## src/rtl/pulse_qualifier.sv

```systemverilog
// pulse_qualifier: per-channel hysteretic glitch filter with rise/fall strobes and pulse-width measurement.
// Define PULSEQ_SYNC_EN to insert a 2-flop synchronizer in front of every channel.
module pulse_qualifier #(
  parameter int CH = 4,
  parameter int CW = 8,
  parameter int MIN_HIGH = 6,
  parameter int MIN_LOW = 6
) (
  input  logic             clk,
  input  logic             rst,
  input  logic [CH-1:0]    signal,
  output logic [CH-1:0]    clean,
  output logic [CH-1:0]    rise,
  output logic [CH-1:0]    fall,
  output logic [CH-1:0]    width_vld,
  output logic [CH*CW-1:0] width_out
);
  typedef enum logic [1:0] {LOW, QUAL_H, HIGH, QUAL_L} state_t;
  localparam logic [CW-1:0] QH = CW'(MIN_HIGH - 1);
  localparam logic [CW-1:0] QL = CW'(MIN_LOW - 1);
  localparam logic [CW-1:0] WMAX = '1;
  logic [CH-1:0] s;
`ifdef PULSEQ_SYNC_EN
  logic [CH-1:0] s1;
  always_ff @(posedge clk or posedge rst)
    if (rst) {s, s1} <= '0;
    else {s, s1} <= {s1, signal};
`else
  assign s = signal;
`endif
  for (genvar i = 0; i < CH; i++) begin : g_ch
    state_t st, st_n;
    logic [CW-1:0] q, q_n, w, w_n, wo;
    logic c, c_n, r, f;
    always_comb begin
      st_n = st;
      case (st)
        LOW:    st_n = s[i] ? (MIN_HIGH == 1 ? HIGH : QUAL_H) : LOW;
        QUAL_H: st_n = !s[i] ? LOW : (q == QH ? HIGH : QUAL_H);
        HIGH:   st_n = !s[i] ? (MIN_LOW == 1 ? LOW : QUAL_L) : HIGH;
        QUAL_L: st_n = s[i] ? HIGH : (q == QL ? LOW : QUAL_L);
        default: st_n = LOW;
      endcase
      q_n = (st_n == QUAL_H || st_n == QUAL_L) ? (st_n == st ? q + 1'b1 : CW'(1)) : '0;
      c_n = st_n == HIGH || st_n == QUAL_L;
      // A return from QUAL_L keeps counting; only a fresh qualification restarts the width.
      w_n = (c_n && !c) ? CW'(1) : (c_n && w != WMAX) ? w + 1'b1 : w;
    end
    always_ff @(posedge clk or posedge rst)
      if (rst) begin
        st <= LOW;
        q <= '0;
        w <= '0;
        c <= 1'b0;
        r <= 1'b0;
        f <= 1'b0;
        wo <= '0;
      end else begin
        st <= st_n;
        q <= q_n;
        w <= w_n;
        c <= c_n;
        r <= c_n && !c;
        f <= !c_n && c;
        wo <= (!c_n && c) ? w : wo;
      end
    assign clean[i] = c;
    assign rise[i] = r;
    assign fall[i] = f;
    assign width_vld[i] = f;
    assign width_out[i*CW +: CW] = wo;
  end
endmodule

```

## config.mk

```make
export PLATFORM = sky130hd
export DESIGN_NAME = pulse_qualifier
export DESIGN_NICKNAME = d
export VERILOG_FILES = /design/src/rtl/pulse_qualifier.sv
export SDC_FILE = /design/constraint.sdc
export NUM_CORES = 1
export LEC_CHECK = 0
export ABC_CLOCK_PERIOD_IN_PS = 4200
export CAP_MARGIN = 20
export CORE_ASPECT_RATIO = 0.7
export CORE_MARGIN = 2
export CORE_UTILIZATION = 35
export CTS_CLUSTER_DIAMETER = 150
export DETAILED_ROUTE_END_ITERATION = 8
export SYNTH_ARGS = -nofsm -noshare
export SYNTH_HDL_FRONTEND = slang
export SYNTH_SLANG_ARGS = --single-unit
```

## constraint.sdc

```tcl
create_clock -name clk -period 4.2 [get_ports clk]
set_clock_uncertainty 0.1 [all_clocks]
set_input_delay 0.42 -clock clk [delete_from_list [all_inputs] [get_ports clk]]
set_output_delay 0.42 -clock clk [all_outputs]
set_load 0.02 [all_outputs]
```

Word-level counts from Yosys, hierarchy flattened:

Index checks and enable logic that the tools add are counted.

* flip-flop bits (word level): 116
* input bits: 6
* output and inout bits: 48
* logic and storage cells: 152

* add/sub/neg operators: 8
* equal/unequal tests: 36
* mux-type cells: 44
* reductions and logical operators: 36

Operators by type and width (number)
* 8-bit 2-to-1 mux: 16
* 8-bit by 1-bit adder with 8-bit output, second input constant: 8
* 2-bit equality test, second input constant: 16
* 8-bit by 3-bit equality test with 1-bit output, second input constant: 4
* 2-bit 2-to-1 mux: 16
* 8-bit != test, second input constant: 4
* 2-bit case mux with 4 select lines: 4
* 2-bit by 1-bit equality test with 1-bit output, second input constant: 8
* 1-bit logical AND: 12
* 2-bit equality test: 4
* 1-bit logical NOT: 8
* 2-bit logical NOT: 4
* 1-bit logical OR: 8
* 1-bit 2-to-1 mux: 8
* 2-bit nonzero test: 4

Longest topological paths before layout:

* depth in word-level cells: 9
* mapped depth: 12
* gate-level depth less buffers: 10

Worst setup path after synthesis:

No wires, ideal clock.

* kind: register -> register
* from: register g_ch[0].q[1]
* to: register g_ch[0].wo[0]
* library setup time: 125 ps
* data arrival time: 2441 ps
* required time: 3975 ps
* slack: 1535 ps
* stages on the path, launching flop included: 10
* buffers on the path: 2
* period minus slack after synthesis: 2665 ps
* cell sequence: dfrtp_1 -> inv_1 -> ha_1 -> nor4bb_1 -> a21oi_1 -> a31oi_1 -> buf_2 -> ha_1 -> clkbuf_1 -> mux2_2

* cells in the longest elaborated chain, start to end: 8
* elaborated cells on any way between the ends: 11
* classes of those cells: eq/ne: 3; mux: 5; reduce/logical: 3

Ends and longest elaborated chain
* from (decl): line 33 `logic [CW-1:0] q, q_n, w, w_n, wo;`
* from (signal assigned): line 60 `q <= q_n;`
* 8-bit by 3-bit equality test with 1-bit output (*): line 39, 41
* 2-bit 2-to-1 mux, on equally long branches (2 in series): line 41, 39
* 2-bit case mux with 4 select lines (*): line 37 `case (st)`
* 2-bit equality test: line 45 `c_n = st_n == HIGH || st_n == QUAL_L;`
* 1-bit logical OR (*): line 45
* 1-bit logical NOT (*): line 65 `wo <= (!c_n && c) ? w : wo;`
* 1-bit logical AND (*): line 65
* to (signal assigned): line 65
* to (decl): line 33

Mark *: on every way between the ends. The rest lies on a longest branch, timed or not.
A chain may end at the register's enable or synchronous reset.

Worst setup path in the final report:

* from: register g_ch[0].q[1]
* to: register g_ch[0].wo[7]

Same word-level chain as after synthesis.

==> flow_summary.yaml <==
run_status:
  outcome: "finished clean"
final_layout:
  nets: 527
  final_cell_area_sq_mm: 0.006245
  area_growth_syn_to_layout_pct: 19.20
  drive_gt1_frac: 0.1265
  layout_commonest_cell: "dfrtp_1"
  n_antenna_cell: 0
  fin_util: 0.4255
  mostFrequentLayoutCells: "dfrtp_1, clkdlybuf4s50_1, nor2_1, nand3_1, mux2_2"
  layoutNonFillerInstCount: 701
  fill_cells: 1372
yosys:
  yosysWarnings: 0
  syn-num-nets: 486
  syn_area_per_cell_sq_um: 11.39
  yosysSeqAreaShare: 0.5350
  ys_types: 52
  synth_area_sq_mm: 0.005239
  syn_inst: 460
  ys_ff_latch: 112
clock_tree:
  post-cts-setup-buffer-count: 0
  cts_root_buf: "clkbuf_16"
  ctsResizeCount: 0
  cts_sinks: 112
  clk_path_buf_depth: 2
  clkTransAtPathRegs_ns: 0.07
  cts_made_buffers: 9
  insertion_delay_ns: 0.35
  htreeDepth: 3
  cts_hold_buffers: 0
  cts_tree: "built"
placed_design:
  dpl-instance-area_sq_mm: 0.005868
  hpwl_mm: 6.841
  dp_cells: 684
  gp_congestion: 0.7505
  portBuffers: 53
  post-place-ws_ns: 1.625
critical_path:
  path_max_fanout: 17
  end_kind: "register"
  required_ns: 4.34
  path_class: "reg -> reg"
  crit_arrival_ns: 2.73
  start_kind: "register"
timing:
  rsz0062_at_grt: "false"
  worst_pin_slew_ns: 1.032
  fin_tns_setup_ns: 0
  relSlewSlack: 0.3066
  max_freq_mhz: 385.5
  setup_viol: 0
  worst_slack_ns: 1.606
  hold_viol_final: 0
  timing.final.crit_share: 0.6176
  period_needed_ns: 2.594
  finalMaxSlewViolations: 0
power:
  power_frac_comb: 0.366
  p_sw_frac: 0.3484
  p_leak_nw: 2.796
  switching_power_w: 0.001455
  ir_drop_mv: 0.2430
  cellPowerDensity_mw_per_mm2: 669.1
  intPower_w: 0.002723
  p_clk_frac: 0.232
  seqPwrFrac: 0.401
global_route:
  grt_pass1_wl_mm: 16.59
  grt_pass1_vias: 3404
  grt_max_degree: 88
  overflow: 0
  grt_usage: 0.1320
  antenna_found_initial: 0
die:
  die_h_microns: 106.4
  io_pins: 54
  initial_core_util: 0.3570
  coreArea_sq_mm: 0.01468
  die-width_microns: 150.2
  dieArea_sq_mm: 0.01598
  num_rows: 37
job:
  maxCapViolCount: 0
detailed_routing:
  wl_per_cell_microns: 13.99
  dr_total_vias: 3442
  wl_mm: 9.809
  avgViaCountPerCell: 4.910
  drtPass1Iterations: 4
  drt-initial-drc-count: 175
  remaining_drc_errors: 0
  ant_nets: 0
hold_path:
  hold_class: "in -> async"
[power groups by stage]
stage,clock [W],sequential (W),combinational [W]
floorplan,0,0.00174,0.00101
global placement,0,0.00169,0.00150
detailed placement,0,0.00170,0.00154
CTS,0.00100,0.00168,0.00154
global route,0.00105,0.00173,0.00170
finish,0.000971,0.00168,0.00153
[stage by stage]
| stage | power (W) | hold slack, ns |
|---|---|---|
| after detailed placement | 0.003239 | 0.3655 |
| after floorplan | 0.002750 | 0.3362 |
| after global routing | 0.004472 | 0.3584 |
| after global placement | 0.003182 | 0.3711 |
| final | 0.004178 | 0.3206 |
| after CTS | 0.004230 | 0.3843 |
[worst max-delay path, cell delays in order, from the launching register on]
cell and delay (ns):
dfrtp_1 0.42, inv_1 0.08, ha_1 0.12, nor4bb_1 0.42, a21oi_1 0.13, a31oi_1 0.16
buf_4 0.22, ha_1 0.44, mux2_2 0.38
[worst paths after layout]
path / to / startpoint / cells past startpoint / slack [ns]
max: g_ch[0].wo[7] / g_ch[0].q[1] / 8 / 1.61
min: g_ch[0].r / rst / 2 / 0.32
max reg2reg: g_ch[0].wo[7] / g_ch[0].q[1] / 8 / 1.61
min reg2reg: g_ch[3].q[0] / g_ch[3].st[0] / 1 / 0.39
max in group asynchronous: g_ch[1].wo[2] / rst / 3 / 3.07
min in group clk: g_ch[3].q[0] / g_ch[3].st[0] / 1 / 0.39
[registers in the layout, indices dropped and copies added (netlist names)]
signal and flops:
g_ch.c 4, g_ch.f 4, g_ch.q 32, g_ch.r 4, g_ch.st 4, g_ch.w 32
g_ch.wo 32
[cell type report]
cell class	count	area, sq um	area share
Clock buffer	13	280.3	0.04488
Clock inverter	3	68.82	0.01102
Inverter	26	100.1	0.01603
Multi-Input combinational cell	295	2168	0.3472
Sequential cell	112	2803	0.4488
Tap cell	195	244.0	0.03907
Timing Repair Buffer	57	580.6	0.09297
[kinds of logic (layout without fill, tap and decap cells)]
logic type | after synthesis | count (layout) | synth area share
fa+ha+maj | 20 | 20 | 0.04777
xor+xnor | 33 | 33 | 0.05517
buf+inv | 53 | 99 | 0.05111
simple gates | 151 | 151 | 0.1574
flops | 112 | 112 | 0.5350
mux | 42 | 42 | 0.08956
compound gates | 49 | 49 | 0.06401
[synthesized netlist by cell type, drive strengths merged]
| master | number | share of area |
|---|---|---|
| nand4b | 1 | 0.0017 |
| nand3b | 1 | 0.0014 |
| a31oi | 4 | 0.0048 |
| o41ai | 3 | 0.0050 |
| ha | 20 | 0.048 |
| or4 | 5 | 0.0079 |
| o311ai | 1 | 0.0017 |
| nand2 | 6 | 0.0043 |
| nor4 | 1 | 0.0012 |
| buf | 20 | 0.027 |
| nor2 | 47 | 0.034 |
| or3 | 2 | 0.0033 |
| dfrtp | 112 | 0.53 |
| a21bo | 1 | 0.0019 |
| and4b | 1 | 0.0019 |
| a31o | 2 | 0.0033 |
| and4bb | 1 | 0.0024 |
| or2 | 2 | 0.0024 |
| nand4 | 10 | 0.012 |
| a32oi | 1 | 0.0031 |
| clkbuf | 7 | 0.0050 |
| nor4b | 3 | 0.0074 |
| and3 | 13 | 0.016 |
| mux2i | 3 | 0.0057 |
| nand2b | 5 | 0.0060 |
| mux2 | 39 | 0.084 |
| a21oi | 22 | 0.024 |
| and2 | 3 | 0.0036 |
| inv | 26 | 0.019 |
| o31ai | 2 | 0.0029 |
| a311oi | 1 | 0.0017 |
| xnor2 | 15 | 0.025 |
| nor2b | 7 | 0.0084 |
| o21ai | 3 | 0.0029 |
| and4 | 1 | 0.0017 |
| a21o | 8 | 0.011 |
| or3b | 1 | 0.0017 |
| xor2 | 18 | 0.030 |
| nor3 | 4 | 0.0038 |
| nor4bb | 2 | 0.0038 |
| nand3 | 35 | 0.033 |
| a211oi | 1 | 0.0014 |
[metal layers]
metal  up-vias  wire, microns  track usage
met2        51           4454       0.2052
met3        15            318      0.04206
li1       1674              -            -
met1      1702           4823       0.1708
met4         0            212      0.05323
met5         -              0            0
(Power assumes the default switching activity.)
